## config.mk

```make
export PLATFORM = sky130hd
export DESIGN_NAME = mcp4921_rx
export DESIGN_NICKNAME = d
export VERILOG_FILES = /design/src/rtl/mcp4921_rx.sv
export SDC_FILE = /design/constraint.sdc
export NUM_CORES = 1
export LEC_CHECK = 0
export CAP_MARGIN = 20
export CELL_PAD_IN_SITES_DETAIL_PLACEMENT = 2
export CELL_PAD_IN_SITES_GLOBAL_PLACEMENT = 2
export CORE_MARGIN = 3
export CORE_UTILIZATION = 33
export CTS_CLUSTER_DIAMETER = 100
export CTS_CLUSTER_SIZE = 12
export DETAILED_ROUTE_END_ITERATION = 7
export GPL_TIMING_DRIVEN = 0
export PLACE_DENSITY_LB_ADDON = 0.1
export SLEW_MARGIN = 20
export SYNTH_ARGS = -nofsm -noshare
export SYNTH_HDL_FRONTEND = slang
export SYNTH_SLANG_ARGS = --single-unit
```

## constraint.sdc

```tcl
create_clock -name CLK -period 2.34 [get_ports CLK]
set_input_delay 0.468 -clock CLK [delete_from_list [all_inputs] [get_ports CLK]]
set_output_delay 0.468 -clock CLK [all_outputs]
set_load 0.01 [all_outputs]
```

## src/rtl/mcp4921_rx.sv

```systemverilog
// Device-side receiver for the MCP4921 SPI write frame: oversamples the bus in
// the CLK domain, decodes 16-bit frames and flags frames of any other length.
module mcp4921_rx #(
    parameter int SYNC_STAGES = 2
) (
    input  logic        CLK,
    input  logic        RSTn,
    input  logic        i_SPICLK,
    input  logic        i_MOSI,
    input  logic        i_CS,
    output logic [11:0] o_data,
    output logic        o_ab,
    output logic        o_buf,
    output logic        o_gain_n,
    output logic        o_shdn_n,
    output logic        o_valid,
    output logic        o_err,
    output logic        o_busy,
    output logic [7:0]  o_frames
);

    typedef enum logic [1:0] {
        S_WAIT_IDLE = 2'd0,
        S_IDLE      = 2'd1,
        S_SHIFT     = 2'd2
    } state_t;

    logic [SYNC_STAGES-1:0] r_sclk_sync;
    logic [SYNC_STAGES-1:0] r_cs_sync;
    logic [SYNC_STAGES-1:0] r_mosi_sync;
    logic                   r_sclk_d;
    logic                   r_cs_d;
    logic [SYNC_STAGES:0]   r_prime;

    state_t      r_state;
    state_t      w_state_nxt;
    logic [15:0] r_shift;
    logic [15:0] w_shift_upd;
    logic [15:0] w_shift_nxt;
    logic [4:0]  r_cnt;
    logic [4:0]  w_cnt_upd;
    logic [4:0]  w_cnt_nxt;
    logic        w_load;
    logic        w_err;

    logic [11:0] r_data;
    logic        r_ab;
    logic        r_buf;
    logic        r_gain_n;
    logic        r_shdn_n;
    logic        r_valid;
    logic        r_err;
    logic        r_busy;
    logic [7:0]  r_frames;

    logic w_sclk;
    logic w_cs;
    logic w_mosi;
    logic w_sclk_rise;
    logic w_cs_fall;
    logic w_cs_rise;

    assign w_sclk      = r_sclk_sync[SYNC_STAGES-1];
    assign w_cs        = r_cs_sync[SYNC_STAGES-1];
    assign w_mosi      = r_mosi_sync[SYNC_STAGES-1];
    assign w_sclk_rise = w_sclk & ~r_sclk_d;
    assign w_cs_fall   = ~w_cs & r_cs_d;
    assign w_cs_rise   = w_cs & ~r_cs_d;

    // Input synchronizers, edge-detect flops and post-reset priming shifter.
    // r_prime keeps WAIT_IDLE from trusting the reset-preset CS chain, so a CS
    // held low through reset release is seen as low before IDLE is entered.
    always_ff @(posedge CLK or negedge RSTn) begin
        if (!RSTn) begin
            r_sclk_sync <= '1;
            r_cs_sync   <= '1;
            r_mosi_sync <= '0;
            r_sclk_d    <= 1'b1;
            r_cs_d      <= 1'b1;
            r_prime     <= '0;
        end else begin
            r_sclk_sync <= {r_sclk_sync[SYNC_STAGES-2:0], i_SPICLK};
            r_cs_sync   <= {r_cs_sync[SYNC_STAGES-2:0], i_CS};
            r_mosi_sync <= {r_mosi_sync[SYNC_STAGES-2:0], i_MOSI};
            r_sclk_d    <= w_sclk;
            r_cs_d      <= w_cs;
            r_prime     <= {r_prime[SYNC_STAGES-1:0], 1'b1};
        end
    end

    // Next-state and frame judgement; a bit arriving with CS rise is shifted first.
    always_comb begin
        w_state_nxt = r_state;
        w_shift_nxt = r_shift;
        w_cnt_nxt   = r_cnt;
        w_load      = 1'b0;
        w_err       = 1'b0;
        w_shift_upd = r_shift;
        w_cnt_upd   = r_cnt;

        if (w_sclk_rise) begin
            w_shift_upd = {r_shift[14:0], w_mosi};
            w_cnt_upd   = (r_cnt == 5'd17) ? 5'd17 : (r_cnt + 5'd1);
        end else begin
            w_shift_upd = r_shift;
            w_cnt_upd   = r_cnt;
        end

        case (r_state)
            S_WAIT_IDLE: begin
                if (r_prime[SYNC_STAGES] && w_cs) begin
                    w_state_nxt = S_IDLE;
                end else begin
                    w_state_nxt = S_WAIT_IDLE;
                end
            end
            S_IDLE: begin
                if (w_cs_fall) begin
                    w_shift_nxt = 16'h0000;
                    w_cnt_nxt   = 5'd0;
                    w_state_nxt = S_SHIFT;
                end else begin
                    w_state_nxt = S_IDLE;
                end
            end
            S_SHIFT: begin
                w_shift_nxt = w_shift_upd;
                w_cnt_nxt   = w_cnt_upd;
                if (w_cs_rise) begin
                    w_state_nxt = S_IDLE;
                    if (w_cnt_upd == 5'd16) begin
                        w_load = 1'b1;
                    end else begin
                        w_err = 1'b1;
                    end
                end else begin
                    w_state_nxt = S_SHIFT;
                end
            end
            default: begin
                w_state_nxt = S_WAIT_IDLE;
            end
        endcase
    end

    // State, shift register and registered outputs.
    always_ff @(posedge CLK or negedge RSTn) begin
        if (!RSTn) begin
            r_state  <= S_WAIT_IDLE;
            r_shift  <= 16'h0000;
            r_cnt    <= 5'd0;
            r_data   <= 12'h000;
            r_ab     <= 1'b0;
            r_buf    <= 1'b0;
            r_gain_n <= 1'b1;
            r_shdn_n <= 1'b0;
            r_valid  <= 1'b0;
            r_err    <= 1'b0;
            r_busy   <= 1'b0;
            r_frames <= 8'd0;
        end else begin
            r_state <= w_state_nxt;
            r_shift <= w_shift_nxt;
            r_cnt   <= w_cnt_nxt;
            r_valid <= w_load;
            r_err   <= w_err;
            r_busy  <= (w_state_nxt == S_SHIFT);
            if (w_load) begin
                r_ab     <= w_shift_upd[15];
                r_buf    <= w_shift_upd[14];
                r_gain_n <= w_shift_upd[13];
                r_shdn_n <= w_shift_upd[12];
                r_data   <= w_shift_upd[11:0];
                r_frames <= r_frames + 8'd1;
            end else begin
                r_ab     <= r_ab;
                r_buf    <= r_buf;
                r_gain_n <= r_gain_n;
                r_shdn_n <= r_shdn_n;
                r_data   <= r_data;
                r_frames <= r_frames;
            end
        end
    end

    assign o_data   = r_data;
    assign o_ab     = r_ab;
    assign o_buf    = r_buf;
    assign o_gain_n = r_gain_n;
    assign o_shdn_n = r_shdn_n;
    assign o_valid  = r_valid;
    assign o_err    = r_err;
    assign o_busy   = r_busy;
    assign o_frames = r_frames;

endmodule
```

## After elaboration in Yosys (flattened, before gate mapping)

Cells that the tools add are included.

| word-level totals | value |
|---|---|
| flip-flop bits (word level) | 61 |
| output and inout bits | 27 |
| word-level logic and storage cells | 53 |

| cells by class | value |
|---|---|
| $add $sub $neg | 2 |
| muxes and demuxes | 17 |
| bitwise logic cells | 6 |
| equal/unequal tests | 6 |
| reductions and logical operators | 4 |

Operators with widths:

| cell | number |
|---|---|
| 16-bit two-way mux | 2 |
| 16-bit case mux with 2 select lines | 1 |
| 5-bit two-way mux | 3 |
| 5-bit == test (second input constant) | 2 |
| 5-bit case mux with 2 select lines | 1 |
| 8-bit by 1-bit adder with 8-bit output (second input constant) | 1 |
| 1-bit two-way mux | 7 |
| 2-bit case mux with 3 select lines | 1 |
| 5-bit by 1-bit adder with 5-bit output (second input constant) | 1 |
| 2-bit == test (second input constant) | 2 |
| 2-bit two-way mux | 2 |
| 1-bit AND | 3 |
| 1-bit inverter | 3 |
| 2-bit by 1-bit == test with 1-bit output (second input constant) | 1 |
| 2-bit zero test | 1 |
| 2-bit inequality test (second input constant) | 1 |
| 2-bit AND reduction | 1 |
| 2-bit nonzero test | 1 |
| 1-bit logical AND | 1 |

## Logic depth before layout (Yosys ltp)

| depth | value |
|---|---|
| depth after elaboration | 7 |
| mapped depth | 9 |
| gate-level depth less buffers | 7 |

## Worst setup path before layout

OpenSTA, ideal clock, no wires.

| timing | value |
|---|---|
| kind | register to register |
| from | register r_cnt[0] |
| to | register r_ab, in the netlist o_ab |
| setup slack | -0.098 ns |
| stages on the path, launching flop included | 9 |
| period minus slack after synthesis | 2.438 ns |
| setup time | 0.125 ns |
| data required time | 2.215 ns |
| path buffers | 2 |
| data arrival time | 2.313 ns |
| cells stage by stage | dfrtp_1 -> ha_1 -> nor4bb_1 -> a21oi_1 -> o21a_1 -> buf_2 -> nor4_4 -> buf_6 -> mux2_2 |

| between the ends | value |
|---|---|
| word-level cells in the longest chain between the ends | 7 |

RTL lines:

| what | RTL line | source |
|---|---|---|
| start: declaration | 40 | `logic [4:0] r_cnt;` |
| start signal: assignment | 164 | `r_cnt <= w_cnt_nxt;` |
| 5-bit by 1-bit adder with 5-bit output or 5-bit == test (tied branches) | 103 | `w_cnt_upd = (r_cnt == 5'd17) ? 5'd17 : (r_cnt + 5'd1);` |
| 5-bit two-way mux | 103 |  |
| 5-bit two-way mux * | 101 | `if (w_sclk_rise) begin` |
| 5-bit == test * | 131 | `if (w_cnt_upd == 5'd16) begin` |
| 1-bit two-way mux * | 131 |  |
| 1-bit two-way mux * | 129 | `if (w_cs_rise) begin` |
| 1-bit two-way mux * | 109 | `case (r_state)` |
| end signal: assignment | 169 | `r_ab <= w_shift_upd[15];` |
| end signal: assignment | 176 | `r_ab <= r_ab;` |
| end: declaration | 47 | `logic r_ab;` |

Mark *: on every way between the ends. The rest lies on a longest branch, timed or not.
A chain may end at the register's enable or synchronous reset.

## Final worst setup path

| timing | value |
|---|---|
| from | register r_cnt[0] |
| to | register r_data[7], in the netlist o_data[7] |

| between the ends | value |
|---|---|
| word-level cells in the longest chain between the ends | 7 |

RTL lines:

| what | RTL line | source |
|---|---|---|
| 5-bit by 1-bit adder with 5-bit output or 5-bit == test (tied branches) | 103 |  |
| 5-bit two-way mux | 103 |  |
| 5-bit two-way mux * | 101 |  |
| 5-bit == test * | 131 |  |
| 1-bit two-way mux * | 131 |  |
| 1-bit two-way mux * | 129 |  |
| 1-bit two-way mux * | 109 |  |
| end signal: assignment | 173 | `r_data <= w_shift_upd[11:0];` |
| end signal: assignment | 180 | `r_data <= r_data;` |
| end: declaration | 46 | `logic [11:0] r_data;` |

Marks and branches as above.

==> run summary <==
================================================================================
Adder-cell share of the synthesized area ..........................       0.0143
Maximum number of buffers from clock root to sink .................            2
Period minus WS final .............................................      2.35 ns
Initial core utilization ..........................................        0.350
Maximum number of pins on one net before global-route repair ......           42
Seq cells post-synth ..............................................           61
Worst flop-to-flop path startpoint ................................     r_cnt[0]
Setup skew after layout ...........................................   0.00816 ns
TritonCTS Sinks ...................................................           61
Failing checks .................................................... setup timing
Predominant post-synthesis flop cell ..............................      dfrtp_1
Area of the mapped netlist ........................................ 0.00262 sq mm
Peak supply drop ..................................................     0.305 mV
Crit path arrival time ............................................      2.57 ns
Number of setup violations in the final report ....................            2
Areal power density over the cells ................................  695 mW/mm^2
1st-pass router iterations ........................................            4
Worst skew pair latency ...........................................      0.34 ns
Total number of nets in the final design ..........................          296
Cell with the most instances after synthesis ......................      dfrtp_1
Setup crit end ....................................................    o_data[7]
Starting DRC count in detailed routing ............................          127
DRT Wirelength .................................................... 7130 microns
Half-perimeter wire length after detailed placement ............... 4150 microns
Height of the chip ................................................ 95.1 microns
Total clock buffers created by CTS ................................            9
GRT Overall Usage .................................................        0.161
Die area .......................................................... 0.00904 sq mm
Vias per std cell .................................................         5.08
Antenna violations before repair ..................................            0
Critical path class ...............................................      reg2reg
Number of library cell types mapped by synthesis ..................           38
I/O Pins ..........................................................           32
Cell row count ....................................................           31
Worst hold slack after final layout ...............................   0.00717 ns
Total vias in the final route .....................................         1991
First-pass GRT wire length ........................................ 11100 microns
Count of flip-flops with a built-in enable after synthesis ........            0
Area overhead of the layout relative to synthesis .................        37.3%
Yosys warns .......................................................            0
Final worst-path setup slack ......................................  -0.00682 ns
Post-DP Area ...................................................... 0.00308 sq mm
CTS tree ..........................................................         done
Area share of the largest cell type after synthesis ...............        0.516
Pleak .............................................................      1.70 nW
Logic depth of the worst register-to-register path ................            9
Total count of max-transition violations in the final report ......            0
Startpoint Class ..................................................     register
Post-Synthesis Cells ..............................................          227
Run status ........................................................ finished, violations left
Compound-gate portion of the synthesized area .....................       0.0951
Net count of the mapped netlist ...................................          235
Ratio of cells with drive above 1 in the final layout .............        0.266
Average cell area after synthesis .................................   11.5 sq um
Combinational family with the most area after synthesis ........... simple AND/OR/NAND/NOR gates
Setup repair after global routing missed its margin ...............         true
Quantity of I/O buffers inserted on ports .........................           31
Worst setup path start ............................................     r_cnt[0]
Area of all placed cells without fillers .......................... 0.00360 sq mm
Count of maximum capacitance violations ...........................            0
Root buffer selected by CTS .......................................     clkbuf_8
Cell type with the highest aggregate area in the netlist ..........      dfrtp_1
Area inside the core boundary ..................................... 0.00749 sq mm
Inserted Diodes ...................................................            0
Share of the clock period used by the worst path ..................         1.00
Remaining Overflow, GRT ...........................................            0
CTS clock-pin slew for the worst setup and hold paths .............      0.07 ns
Required time worst endpoint ......................................      2.56 ns
CP max FO .........................................................            6
Global placer's final weighted congestion .........................        0.742
Deepest level of the CTS H-tree ...................................            3
Mux share of post-synthesis cell area .............................       0.0788
Portion of the post-synthesis area used by sequential elements ....        0.586
Maximum frequency from static timing analysis .....................      426 MHz
End of the worst register-to-register path ........................    o_data[7]
Count of final hold-check violations ..............................            0
Synth top cells by count .......................................... dfrtp_1 (54), nand2_1 (52), mux2_2 (17)
Total DRC errors in the routed layout .............................            0
Async set or reset register ratio after synthesis .................         1.00
Flop2flop setup slack .............................................    -0.007 ns
Slew HR ...........................................................        0.599
Slew of the pin with the lowest slew margin .......................     0.602 ns
Routed length per instance ........................................ 18.2 microns
Number of antenna-violating nets in the routed design .............            0
Via count of the first global-routing pass ........................         2115
Share of the synthesized netlist area taken by xor and xnor gates .       0.0268
Width of the die .................................................. 95.1 microns
Top post-synthesis cells by area .................................. dfrtp_1 (52%), nand2_1 (7.5%), mux2_2 (7.3%), dfstp_2 (7.0%), a22o_1 (5.4%)
Share of synthesized cell area in and, or, nand and nor gates .....        0.178
Capturing element type of the critical path .......................     register
Path class of the lowest-slack min-delay path .....................     in2async
================================================================================
layer usage:
metal | GRT usage | vias up | routed length [microns]
li1 | - | 920 | -
met1 | 0.217 | 1033 | 3380
met2 | 0.246 | 27 | 3450
met3 | 0.0403 | 11 | 182
met4 | 0.0661 | 0 | 112
met5 | 0 | - | 0
how the worst min path moves through the flow:
stage / endpoint / from / slack [ns]
final: o_frames[4] / RSTn / 0.007
after global routing: o_frames[4] / RSTn / 0.007
after CTS: o_frames[4] / RSTn / 0.004
after detailed placement: r_prime[1] / r_prime[0] / 0.34
after global placement: r_prime[1] / r_prime[0] / 0.33
after floorplan: o_ab / RSTn / 0.17
critical path, cell delays in order, from the launching register on:
cell and delay [ns]:
dfrtp_2 0.47, ha_4 0.22, nor4bb_4 0.27, a21oi_1 0.07, o21a_1 0.20, buf_6 0.13, nor4_4 0.21, buf_6 0.17
buf_8 0.13, mux2_2 0.33
registers in the layout, summed over array words and instances, names as in the netlist, 2 cells and up:
name / flops
r_mosi_sync: 2
r_prime: 3
r_sclk_sync: 2
r_shift: 16
r_cnt: 5
o_frames: 8
o_data: 12
r_state: 2
r_cs_sync: 2
report_power, final:
part	total (mW)	switching, mW	internal, mW
logic	0.244	0.139	0.105
clock network	1.14	0.420	0.715
registers	1.12	0.0326	1.09
total	2.50	0.592	1.91
through the flow:
step / std cells / power [mW] / utilization / setup WS [ns] / TNS [ns]
finish: 392 / 2.50 / 0.480 / -0.00682 / -0.00691
global route: 392 / 2.62 / 0.480 / -0.0678 / -0.640
global placement: 357 / 1.31 / 0.409 / -1.28 / -79.66
CTS: 380 / 2.48 / 0.455 / -0.0305 / -0.284
detailed placement: 358 / 1.32 / 0.411 / -0.487 / -6.81
floorplan: 227 / 1.24 / - / -0.0863 / -0.736
cell type report:
cell class | instances | area [sq um]
sequential | 61 | 1540
fill | 755 | 3890
clock buffer | 13 | 179
multi-input combinational | 155 | 1130
inverter | 2 | 7.51
timing repair buffer | 50 | 492
buffer | 9 | 56.3
clock inverter | 3 | 65.1
tap | 99 | 124
logic make-up (layout without fill, tap and decap cells):
| family | count (synthesis) | after routing |
|---|---|---|
| AO/OA/AOI/OAI | 34 | 34 |
| XOR/XNOR | 8 | 8 |
| adder cells (fa/ha/maj) | 3 | 3 |
| buffers and inverters | 11 | 77 |
| flip-flops | 61 | 61 |
| multiplexers | 18 | 18 |
| other | 1 | 1 |
| AND/OR/NAND/NOR | 91 | 91 |
cell usage in the layout, fill, tap and decap left out, drive strengths merged, types with 2 or more instances in the layout:
cell type and instances:
nand4bb 2, nand2b 2, buf 21, nor2 7, nand4 6, xor2 8, clkdlybuf4s50 30, nor4 8
dfstp 7, nand3 3, mux2 18, nand2 52, and3 2, a21oi 4, o31ai 3, and2 2
ha 3, nor4bb 2, inv 2, clkbuf 21, o21ai 7, bufinv 2, a22o 16, dfrtp 54
nor2b 3
repair_timing:
item / CTS / global route
endpoints found under the setup margin: 28 / 30
pin swaps: 1 / 3
gates resized for setup: 7 / 27
hold buffers: 0 / 0
gates cloned: 0 / 1
setup buffers: 6 / 11
(Power assumes the default switching activity.)
